===== src/rtl/recovery_request_arbiter_pkg.sv =====
// rtl/recovery_request_arbiter_pkg.sv - shared types and age helper for the RW-stage recovery arbiter
package recovery_request_arbiter_pkg;

  localparam int RRA_AL_IDX_W  = 6;
  localparam int RRA_ADDR_W    = 32;
  localparam int RRA_REFETCH_W = 3;

  localparam logic [RRA_REFETCH_W-1:0] REFETCH_TYPE_THIS_PC       = 3'd0;
  localparam logic [RRA_REFETCH_W-1:0] REFETCH_TYPE_NEXT_PC       = 3'd1;
  localparam logic [RRA_REFETCH_W-1:0] REFETCH_TYPE_BRANCH_TARGET = 3'd2;

  typedef logic [1:0] RecoveryArbState;
  localparam RecoveryArbState RA_IDLE       = 2'd0;
  localparam RecoveryArbState RA_ISSUED     = 2'd1;
  localparam RecoveryArbState RA_RECOVERING = 2'd2;

  typedef struct packed {
    logic                     valid;
    logic [RRA_AL_IDX_W-1:0]  ptr;
    logic [RRA_ADDR_W-1:0]    pc;
    logic [RRA_REFETCH_W-1:0] refetchType;
  } RecoveryReqPath;

  // Distance from the ActiveList head; modular subtraction handles pointer wrap.
  function automatic logic [RRA_AL_IDX_W-1:0] ActiveListAge(
    input logic [RRA_AL_IDX_W-1:0] ptr,
    input logic [RRA_AL_IDX_W-1:0] head
  );
    return ptr - head;
  endfunction

endpackage


===== src/rtl/recovery_oldest_select.sv =====
// rtl/recovery_oldest_select.sv - picks the minimum-age valid candidate
// Ties resolve to the lowest input index, so callers order candidates by priority.
module recovery_oldest_select
  import recovery_request_arbiter_pkg::*;
#(
  parameter int NUM_IN = 3,
  parameter int IDX_W  = (NUM_IN > 1) ? $clog2(NUM_IN) : 1
) (
  input  logic [RRA_AL_IDX_W-1:0] headPtr,
  input  RecoveryReqPath          cand [NUM_IN],
  output logic                    anyValid,
  output logic [IDX_W-1:0]        oldestIdx,
  output RecoveryReqPath          oldest
);

  logic [RRA_AL_IDX_W-1:0] bestAge;
  logic [RRA_AL_IDX_W-1:0] curAge;

  always_comb begin
    anyValid  = 1'b0;
    oldestIdx = '0;
    oldest    = '0;
    bestAge   = '1;
    curAge    = '0;
    for (int i = 0; i < NUM_IN; i++) begin
      curAge = ActiveListAge(cand[i].ptr, headPtr);
      if (cand[i].valid && (!anyValid || curAge < bestAge)) begin
        anyValid  = 1'b1;
        oldestIdx = IDX_W'(i);
        oldest    = cand[i];
        bestAge   = curAge;
      end
    end
  end

endmodule


===== src/rtl/recovery_request_arbiter.sv =====
// rtl/recovery_request_arbiter.sv - oldest-first arbiter issuing one RW-stage recovery at a time
// Optional hang watchdog (watchdogHang port) under RSD_RECOVERY_ARB_WATCHDOG_EN.
module recovery_request_arbiter
  import recovery_request_arbiter_pkg::*;
#(
  parameter int NUM_RW_REQ = 2,
  parameter int AL_IDX_W   = RRA_AL_IDX_W,
  parameter int ADDR_W     = RRA_ADDR_W,
  parameter int REFETCH_W  = RRA_REFETCH_W
) (
  input  logic                            clk,
  input  logic                            rst,
  input  logic [AL_IDX_W-1:0]             alHeadPtr,
  input  logic [NUM_RW_REQ-1:0]           rwReqValid,
  input  logic [NUM_RW_REQ*AL_IDX_W-1:0]  rwReqPtr,
  input  logic [NUM_RW_REQ*ADDR_W-1:0]    rwReqPC,
  input  logic [NUM_RW_REQ*REFETCH_W-1:0] rwReqRefetchType,
  input  logic                            cmReqValid,
  input  logic                            unableToStartRecovery,
  input  logic                            phaseIsCommit,
  output logic                            exceptionDetectedInRwStage,
  output logic [AL_IDX_W-1:0]             recPtr,
  output logic [ADDR_W-1:0]               recPC,
  output logic [REFETCH_W-1:0]            recRefetchType,
  output logic                            pendingValid,
`ifdef RSD_RECOVERY_ARB_WATCHDOG_EN
  output logic                            watchdogHang,
`endif
  output logic                            droppedReq
);

  localparam int NUM_CAND = NUM_RW_REQ + 1;
  localparam int SEL_W    = (NUM_CAND > 1) ? $clog2(NUM_CAND) : 1;

  RecoveryArbState         state;
  RecoveryReqPath          pending;
  RecoveryReqPath          cand [NUM_CAND];
  RecoveryReqPath          sel;
  logic [NUM_CAND-1:0]     rawValid;
  logic [NUM_CAND-1:0]     selOneHot;
  logic [SEL_W-1:0]        selIdx;
  logic                    selAny;
  logic [AL_IDX_W-1:0]     recAge;
  logic [1:0]              suppressCnt;
  logic                    pulseQ;
  logic                    issue;
  logic                    dropNow;

  // Slot 0 is the pending entry so it wins age ties against fresh lanes.
  always_comb begin
    recAge      = ActiveListAge(recPtr, alHeadPtr);
    cand[0]     = pending;
    rawValid[0] = pending.valid;
    for (int i = 1; i < NUM_CAND; i++) begin
      cand[i]             = '0;
      cand[i].ptr         = rwReqPtr[(i-1)*AL_IDX_W +: AL_IDX_W];
      cand[i].pc          = rwReqPC[(i-1)*ADDR_W +: ADDR_W];
      cand[i].refetchType = rwReqRefetchType[(i-1)*REFETCH_W +: REFETCH_W];
      rawValid[i]         = rwReqValid[i-1];
    end
    // While our recovery is in flight, anything not older than it gets flushed by it.
    for (int i = 0; i < NUM_CAND; i++) begin
      cand[i].valid = rawValid[i] && !cmReqValid &&
                      (state == RA_IDLE || ActiveListAge(cand[i].ptr, alHeadPtr) < recAge);
    end
  end

  recovery_oldest_select #(
    .NUM_IN (NUM_CAND),
    .IDX_W  (SEL_W)
  ) u_oldestSelect (
    .headPtr   (alHeadPtr),
    .cand      (cand),
    .anyValid  (selAny),
    .oldestIdx (selIdx),
    .oldest    (sel)
  );

  always_comb begin
    selOneHot = '0;
    for (int i = 0; i < NUM_CAND; i++) begin
      selOneHot[i] = selAny && (selIdx == SEL_W'(i));
    end
    dropNow = |(rawValid & ~selOneHot);
    issue   = (state == RA_IDLE) && selAny && !unableToStartRecovery &&
              !cmReqValid && phaseIsCommit;
  end

  always_ff @(posedge clk or negedge rst) begin
    if (!rst) begin
      state          <= RA_IDLE;
      pending        <= '0;
      pulseQ         <= 1'b0;
      droppedReq     <= 1'b0;
      recPtr         <= '0;
      recPC          <= '0;
      recRefetchType <= REFETCH_TYPE_THIS_PC;
      suppressCnt    <= '0;
    end else begin
      pulseQ     <= issue;
      droppedReq <= dropNow;
      if (issue) begin
        recPtr         <= sel.ptr;
        recPC          <= sel.pc;
        recRefetchType <= sel.refetchType;
        pending        <= '0;
      end else if (selAny) begin
        pending <= sel;
      end else begin
        pending <= '0;
      end
      case (state)
        RA_IDLE: begin
          if (issue) begin
            state       <= RA_ISSUED;
            suppressCnt <= '0;
          end
        end
        RA_ISSUED: begin
          // Manager never left commit phase: treat the recovery as suppressed.
          if (!phaseIsCommit) begin
            state <= RA_RECOVERING;
          end else if (suppressCnt == 2'd3) begin
            state <= RA_IDLE;
          end else begin
            suppressCnt <= suppressCnt + 2'd1;
          end
        end
        RA_RECOVERING: begin
          if (phaseIsCommit) state <= RA_IDLE;
        end
        default: state <= RA_IDLE;
      endcase
    end
  end

  assign exceptionDetectedInRwStage = pulseQ && !cmReqValid;
  assign pendingValid               = pending.valid;

`ifdef RSD_RECOVERY_ARB_WATCHDOG_EN
  logic [9:0] wdCnt;

  always_ff @(posedge clk or negedge rst) begin
    if (!rst) begin
      wdCnt        <= '0;
      watchdogHang <= 1'b0;
    end else begin
      if (issue || !pending.valid) begin
        wdCnt <= '0;
      end else if (state == RA_IDLE && wdCnt != 10'h3FF) begin
        wdCnt <= wdCnt + 10'd1;
      end
      if (wdCnt == 10'h3FF) watchdogHang <= 1'b1;
    end
  end

  RSD_ASSERT_watchdog: assert property (@(posedge clk) disable iff (!rst) wdCnt != 10'h3FF);
`endif

endmodule


===== config.mk =====
export PLATFORM = sky130hd
export DESIGN_NAME = recovery_request_arbiter
export DESIGN_NICKNAME = d
export VERILOG_FILES = /design/src/rtl/recovery_request_arbiter_pkg.sv /design/src/rtl/recovery_oldest_select.sv /design/src/rtl/recovery_request_arbiter.sv
export SDC_FILE = /design/constraint.sdc
export NUM_CORES = 1
export LEC_CHECK = 0
export ABC_AREA = 1
export ABC_CLOCK_PERIOD_IN_PS = 6150
export BUFFER_PORTS_ARGS = -buffer_cell sky130_fd_sc_hd__buf_2
export CORE_MARGIN = 4
export CORE_UTILIZATION = 52
export CTS_BUF_LIST = sky130_fd_sc_hd__clkbuf_8
export CTS_CLUSTER_SIZE = 40
export DETAILED_ROUTE_END_ITERATION = 10
export GPL_ROUTABILITY_DRIVEN = 0
export GPL_TIMING_DRIVEN = 0
export PLACE_DENSITY_LB_ADDON = 0.12
export SLEW_MARGIN = 20
export SYNTH_ARGS = -nofsm -noshare
export SYNTH_HDL_FRONTEND = slang
export SYNTH_HIERARCHICAL = 1
export SYNTH_SLANG_ARGS = --single-unit
export TNS_END_PERCENT = 100

===== constraint.sdc =====
create_clock -name clk -period 6.15 [get_ports clk]
set_input_delay 1.845 -clock clk [delete_from_list [all_inputs] [get_ports clk]]
set_output_delay 1.845 -clock clk [all_outputs]
set_load 0.01 [all_outputs]

==> results.md <==
* Fillcell total at 961
* WL per Instance at 15.00 µm
* Core area at ~12000 µm²
* DR DRC count at 0
* Vias in the first global route at roughly 6100
* Die Ht at between 100 and 150 µm
* PortBufs at 138
* Initial antenna violation count at 1
* Status: finished, violations left
* Leading cell type in the layout, fill and taps excluded: nand2_1
* Seq/Total Area, Yosys at between 30% and 40%
* First-iteration detailed-routing DRC count at roughly 480
* Max-cap check violation count at 0
* Antenna Cells at 0
* # rows at 40
* TritonCTS buffer count at 9
* Finished Layout Cells at ~1300
* Die ar. at 14290 µm²
* Crit-path max FO at 9
* CP Launch Type: input pin
* Worst EP arrival at 7.17 ns
* Largest net degree at the start of global routing at 46
* Deepest level of the CTS H-tree at 3
* First-pass GRT wire length at 29.68 mm
* Final Util at between 70% and 80%
* Final wirelength at approximately 20 mm
* GRT overflow at 0
* Vias at 6631
* Worst setup margin at -0.7380 ns
* Clk Latency, worst-skew pair at about 0.39 ns
* GRT Total Usage at about a quarter
* Crit-path most repeated cell: nand2_4
* Failing checks: negative setup slack
* DR pass1 iterations at 5
* Max Slew Vio Count at 0
* Layout area overhead at 39.75%
* Hold-fix buffers, CTS at 0
* Clk buf depth at 2
* Layout Nets at 1292
* Post-DP Area at 7518 µm²
* Post-Syn Area at 6469 µm²
* Peak supply drop at between 200 and 250 µV
* Clock sink count at 89
* Setup violations, final at 88
* Final period util at 112.0%
* Crit. End Element: flip-flop
* Hold crit path type: reg2reg
* Share of cells above drive strength 1 at roughly a third
* HPWL after DPL at 13.39 mm
* CP Data Required Time at about 6.4 ns
* Mapped Nets at 1094
* Worst slew margin at 63.86%
* Clk_skew at approximately 0.014 ns
* DIE WIDTH at 119.5 µm
* Final instance area at 9040 µm²
* Clock tree root buffer cell: clkbuf_8
* Seq cells post-synth at 89
* Avg Cell Area, Syn at 6.926 µm²
* I/O pin count at 139
* Placed Instances at about 1200
* Fin crit period at about 6.9 ns
* Worst-margin pin slew at 0.5421 ns
* Crit path kind: in2reg
* RSZ-0062 raised after global routing: yes
* Reg clk slew, reported paths at approximately 0.09 ns
* Final Hold Vio Count at 0
* Power per Cell Area at 290.1 nW/µm²
* Worst hold slack at 0.4791 ns
* Vias per cell at 5.081
* Most frequent cells in the layout: nand2_1, buf_2, inv_1
* Fmax at 145.2 MHz
* Ys Warns at 6
* Initial Util at 53.41%
* CTS tree: built
* Syn Inst Count at 934
* Largest stage delay, worst path at 0.33 ns
* CP max stage cell: ha_4
* Leakage power at 0.005201 µW
* Synth unique cells at 26
* Final ANT Viol Nets at 0
## critical path, delay by kind of cell
family / cells / cell delay [ns]
compound gates: 8 / 0.91
xor+xnor: 1 / 0.13
fa+ha+maj: 4 / 1.06
buf+inv: 10 / 1.30
simple gates: 23 / 1.94
## registers in the layout (all words and copies together) (netlist names)
register / count
recPC: 32
state: 2
suppressCnt: 2
recPtr: 6
droppedReq: 1
cand: 41
recRefetchType: 3
pendingValid: 1
pulseQ: 1
## metrics by stage
step | setup TNS (ns) | setup WS (ns) | power (µW)
final | -59.89 | -0.7380 | 2623
after global routing | -85.81 | -1.024 | 2830
after CTS | -57.09 | -0.6927 | 2455
after detailed placement | -166.00 | -1.952 | 1908
after global placement | -159.43 | -1.862 | 1881
after floorplan | -48.94 | -0.6059 | 1556
## layer usage
layer | up-vias | GRT usage (%) | wire length [µm]
met5 | - | 0 | 7
met4 | 2 | 7.659 | 382
met3 | 37 | 5.844 | 1314
met2 | 219 | 41.88 | 9621
met1 | 3078 | 35.12 | 8246
li1 | 3295 | - | -
## path summary, 6_finish.rpt
path / from / slack (ns) / depth (start not counted) / to
min reg2reg: recPC[20] / 0.48 / 2 / recPC[20]
max: alHeadPtr[1] / -0.74 / 46 / cand[119]
max in group asynchronous: rst / 4.20 / 2 / cand[110]
max reg2reg: recPtr[0] / 0.32 / 46 / cand[119]
min: recPC[20] / 0.48 / 2 / recPC[20]
min in group asynchronous: rst / 1.37 / 1 / suppressCnt[1]
## final cells by class
class                   count  area [µm²]  share of cell area (%)
plain buffers              40       404.1                   4.471
clock buffers               9       123.9                   1.370
clock inverters             7       53.80                  0.5952
inverters                 113       473.0                   5.232
multi-input cells         692        4248                   46.99
flip-flops and latches     89        2227                   24.64
well taps                 168       210.2                   2.325
repair buffers            186        1284                   14.20
repair inverters            1       16.27                  0.1799
## synth_stat cells
cell | number | share of area (%)
nand2_1 | 376 | 22
inv_1 | 111 | 6.4
dfrtp_1 | 89 | 34
a21oi_1 | 69 | 5.3
nand3_1 | 63 | 4.9
nor2_1 | 59 | 3.4
ha_1 | 58 | 11
xor2_1 | 23 | 3.1
clkbuf_1 | 20 | 1.2
o21ai_0 | 16 | 1.2
buf_2 | 13 | 1.0
xnor2_1 | 8 | 1.1
fa_1 | 7 | 2.2
buf_6 | 4 | 0.70
nand2_2 | 4 | 0.39
a211oi_1 | 2 | 0.23
buf_4 | 2 | 0.23
nand2_4 | 2 | 0.35
a21o_1 | 1 | 0.12
buf_1 | 1 | 0.058
clkinv_1 | 1 | 0.058
inv_2 | 1 | 0.058
nor3_2 | 1 | 0.15
o21a_1 | 1 | 0.12
o21ai_2 | 1 | 0.14
or2_2 | 1 | 0.097
## cell families after synthesis
group                    after synthesis  share of synthesized area (%)
AO/OA/AOI/OAI                         90                          7.176
buffers and inverters                153                          9.710
XOR/XNOR                              31                          4.197
AND/OR/NAND/NOR                      506                          31.10
adder cells (fa/ha/maj)               65                          13.38
flip-flops                            89                          34.43
## where the power goes
group	total (µW)	internal, µW	switching [µW]
Clock	381	149	232
Combinational	1430	623	802
Sequential	816	729	86.6
## what timing repair did
item / 4_1_cts / 5_1_grt
buffers inserted: 32 / 6
gates resized for setup: 87 / 135
gates cloned: 0 / 10
pin swaps: 40 / 39
endpoints found under the setup margin: 88 / 88
Note: power is estimated with default switching activity, not from simulation.
